**config.mk**
```make
export PLATFORM = sky130hd
export DESIGN_NAME = fetch_stage
export DESIGN_NICKNAME = d
export VERILOG_FILES = /design/src/rtl/fetch_stage.sv
export SDC_FILE = /design/constraint.sdc
export NUM_CORES = 1
export LEC_CHECK = 0
export CAP_MARGIN = 10
export CELL_PAD_IN_SITES_DETAIL_PLACEMENT = 0
export CELL_PAD_IN_SITES_GLOBAL_PLACEMENT = 2
export CORE_MARGIN = 2
export CORE_UTILIZATION = 40
export CTS_CLUSTER_SIZE = 24
export DETAILED_ROUTE_END_ITERATION = 10
export DONT_BUFFER_PORTS = 1
export GPL_TIMING_DRIVEN = 1
export PLACE_DENSITY_LB_ADDON = 0.1
export SLEW_MARGIN = 20
export SYNTH_ARGS = -nofsm -noshare
export SYNTH_HDL_FRONTEND = slang
export SYNTH_SLANG_ARGS = --single-unit
```
**constraint.sdc**
```tcl
create_clock -name clk -period 5.5 [get_ports clk]
set_input_delay 1.1 -clock clk [delete_from_list [all_inputs] [get_ports clk]]
set_output_delay 1.1 -clock clk [all_outputs]
set_load 0.01 [all_outputs]
```
**src/rtl/fetch_stage.sv**
```systemverilog
// fetch_stage: IF stage of the 5-stage MIPS pipeline.
//   Holds the PC, selects the next PC (sequential or ID redirect), drives the
//   combinational instruction-memory address and captures the IF/ID register.
//   Stall enables from the hazard unit override redirect and flush requests.
// Configuration:
//   FETCH_STALL_CNT_EN  when defined, adds the stall_count port: a saturating
//                       count of edges with pc_write=0, cleared only by reset.
module fetch_stage #(
  parameter int unsigned             ADDR_W   = 32,
  parameter logic [ADDR_W-1:0]       RESET_PC = '0,
  parameter int unsigned             PC_INC   = 4
) (
  input  logic              clk,
  input  logic              rst_n,
  input  logic              pc_write,
  input  logic              ifid_write,
  input  logic              pc_src,
  input  logic [ADDR_W-1:0] pc_target,
  input  logic              ifid_flush,
  output logic [ADDR_W-1:0] imem_addr,
  input  logic [31:0]       imem_rdata,
  output logic [31:0]       ifid_instr,
  output logic [ADDR_W-1:0] ifid_pc4,
  output logic              ifid_valid,
  output logic [4:0]        ifid_rs,
  output logic [4:0]        ifid_rt
`ifdef FETCH_STALL_CNT_EN
  ,
  output logic [31:0]       stall_count
`endif
);

  logic [ADDR_W-1:0] pc;
  logic [ADDR_W-1:0] pc_plus;
  logic [ADDR_W-1:0] pc_redirect;

  // Sequential PC wraps modulo 2^ADDR_W; targets are forced to word alignment.
  assign pc_plus     = pc + ADDR_W'(PC_INC);
  assign pc_redirect = {pc_target[ADDR_W-1:2], 2'b00};

  assign imem_addr = pc;
  assign ifid_rs   = ifid_instr[25:21];
  assign ifid_rt   = ifid_instr[20:16];

  // PC register: holds while stalled, so a redirect seen during a stall is dropped.
  // NOTE: the reset branch sits in the sensitivity list with negedge rst_n so it
  // takes effect immediately; all state uses <= so every register samples
  // pre-edge values and simulation matches the synthesized flops.
  always_ff @(posedge clk or negedge rst_n) begin
    if (!rst_n) begin
      pc <= RESET_PC;
    end else if (pc_write) begin
      pc <= pc_src ? pc_redirect : pc_plus;
    end
  end

  // IF/ID register: flush loads a NOP bubble; ifid_write=0 blocks both.
  always_ff @(posedge clk or negedge rst_n) begin
    if (!rst_n) begin
      ifid_instr <= '0;
      ifid_pc4   <= '0;
      ifid_valid <= 1'b0;
    end else if (ifid_write) begin
      if (ifid_flush) begin
        ifid_instr <= '0;
        ifid_pc4   <= '0;
        ifid_valid <= 1'b0;
      end else begin
        ifid_instr <= imem_rdata;
        ifid_pc4   <= pc_plus;
        ifid_valid <= 1'b1;
      end
    end
  end

`ifdef FETCH_STALL_CNT_EN
  // Stall counter: counts PC-stall edges and sticks at all-ones.
  always_ff @(posedge clk or negedge rst_n) begin
    if (!rst_n) begin
      stall_count <= '0;
    end else if (!pc_write && (stall_count != 32'hFFFF_FFFF)) begin
      stall_count <= stall_count + 32'd1;
    end
  end
`endif

endmodule

```
==> flow_summary.ini <==
[sta]
whs_ns = 0.447
period_needed_ns = 2.70
timing.final.max_slew_violations = 0
tns_ns = 0
fmax_mhz = 371
skew_ns = 0.00515
slew_headroom_pct = 43.5
hold_viol = 0
worst_pin_slew_ns = 0.845
finalSetupViolations = 0
rsz0062_at_grt = no
post-route-period-util_pct = 49.0

[worst_setup_path]
crit_path_end_kind = flip-flop
start_kind = flip-flop
slowest_stage = nor2_1
reg2reg_slack_ns = 2.80
worstSetupPathType = flip-flop to flip-flop
path_cells = ha_1 > nand4_1 > nor2_1 > nand4_1 > xor2_1 > o31ai_1
critPathRequiredTime_ns = 5.75
r2r-start = imem_addr[2]
timing.rr.end = ifid_pc4[22]
cpPeakStageDelay_ns = 0.73
path_max_fanout = 10
reg2regPathDepth = 6
arrival_ns = 2.95
path_buf_inv = 0
path_common_cell = nand4_1
critPathTopFamily = simple AND/OR/NAND/NOR gates

[routing]
wl_met1_um = 5960
drcViolationCount = 0
top_layer = met5
wl_um = 13500
drtIter0Drc = 156
wl_met2_um = 6280
wl_per_cell_um = 20.5
vias = 3722
route.met3.wl_um = 1020
avgViaCountPerCell = 5.66
ant_nets = 0
first_pass_iters = 4

[job]
cap_viol_max_count = 0

[grt]
antenna_found_initial = 1
track_usage_pct = 20.1
overflow = 0
grt_start_max_net_pins = 95
grt_pass1_vias = 3666
grt_pass1_wl_um = 20400

[synth]
synth-seq-cells = 94
syn_area_um2 = 4980
synth_ff_type = dfrtp_1
ys_seq_area_share_pct = 47.2
async_flop_share_pct = 100
syn_avg_cell_area_um2 = 9.51
synth_cell_types = 57
syn_inst = 524
synth_edf_count = 0
yosys_warnings = 0

[die]
die_w_um = 116
fp.dieH_um = 116
die_area_um2 = 13400
initial_utilization_pct = 41.1
ios = 177
coreArea_um2 = 12100
row_count = 40

[worst_hold_path]
hold_class = primary input to async pin

[clock_tree]
path_clk_slew_ns = 0.06
cts_made_buffers = 9
cts.hold.buffers_added = 0
clk_latency_ns = 0.34
cts_tree = done
clock-sinks = 94
htreeDepth = 3
clockBufferDepth = 2
cts_root_buf = clkbuf_16
post_cts_resized = 0
post-cts-setup-buffers = 0

[layout]
n_antenna_cell = 0
final_common_cell = dfrtp_1
syn_to_final_growth_pct = 4.69
fin_util_pct = 43.1
final_cell_mix = 94 x dfrtp_1, 52 x o21ai_0, 42 x inv_1
fin_nets = 556
drive_above_1_share_pct = 6.33

[power]
p_per_area_nw_per_um2 = 325
finalPower_mw = 1.69
peakVddDrop_mv = 0.122
leakage_nw = 2.08

[place]
post-dp-hpwl_um = 9110
port_buffers = 0
gp_congestion = 0.784

[status]
outcome = complete, no violations
layer usage:
metal	track usage [%]	up-vias
met4	7.30	2
met1	25.8	1829
met3	6.49	17
met5	0	-
li1	-	1755
met2	31.8	119
cell type report:
type | instances | area, um^2
Clock buffer | 14 | 254
Clock inverter | 2 | 17.5
Fill cell | 1194 | 6890
Inverter | 44 | 165
Multi-Input combinational cell | 334 | 2200
Sequential cell | 94 | 2350
Tap cell | 168 | 210
Timing Repair Buffer | 2 | 15.0
metrics by stage:
stage / worst slack [ns] / instance area [um^2] / std cells
after floorplan: 3.25 / 4990 / 525
after global placement: 2.81 / 4940 / 642
after detailed placement: 2.79 / 4940 / 642
after CTS: 2.78 / 5220 / 658
after global routing: 2.56 / 5220 / 658
final: 2.80 / 5220 / 658
worst max path at each step:
stage / start / to / slack (ns) / cells past startpoint
after CTS: imem_addr[2] / ifid_pc4[22] / 2.78 / 6
final: imem_addr[2] / ifid_pc4[22] / 2.80 / 6
after global routing: imem_addr[2] / ifid_pc4[22] / 2.56 / 6
after floorplan: imem_addr[11] / imem_addr[27] / 3.25 / 7
after detailed placement: pc_write / imem_addr[19] / 2.79 / 4
after global placement: pc_write / imem_addr[31] / 2.81 / 4
kinds of logic (layout without fill, tap and decap cells):
logic type / after synthesis / in the layout / synth area share [%]
AOI/OAI and AO/OA: 141 / 141 / 19.1
xor gates and xnor gates: 28 / 28 / 4.92
adders and majority gates: 1 / 1 / 0.251
buffers and inverters: 97 / 62 / 8.71
DFF: 94 / 94 / 47.2
muxes: 6 / 6 / 1.26
other: 1 / 2 / 0.0752
and+or+nand+nor: 156 / 156 / 18.5
Yosys cell counts, types with 10 or more instances:
cell type	count	area share [%]
nor2_1	25	1.9
a21oi_1	13	1.3
buf_4	14	2.1
o2bb2ai_1	25	4.4
nand2_1	35	2.6
nand3b_1	31	4.7
dfrtp_1	94	47
inv_1	42	3.2
nand4_1	10	1.3
nand3_1	15	1.5
o21ai_0	52	5.2
xnor2_1	19	3.3
clkbuf_1	26	2.0
flip-flops by register name (all words and copies together), names as in the netlist:
signal / flops
imem_addr: 30
ifid_pc4: 31
ifid_instr: 32
ifid_valid: 1
power by group:
group / internal [mW] / total [mW] / switching, mW
logic: 0.0918 / 0.190 / 0.0978
registers: 0.767 / 0.919 / 0.152
clock network: 0.322 / 0.585 / 0.263
total: 1.18 / 1.69 / 0.513
Note: power is estimated with default switching activity, not from simulation.
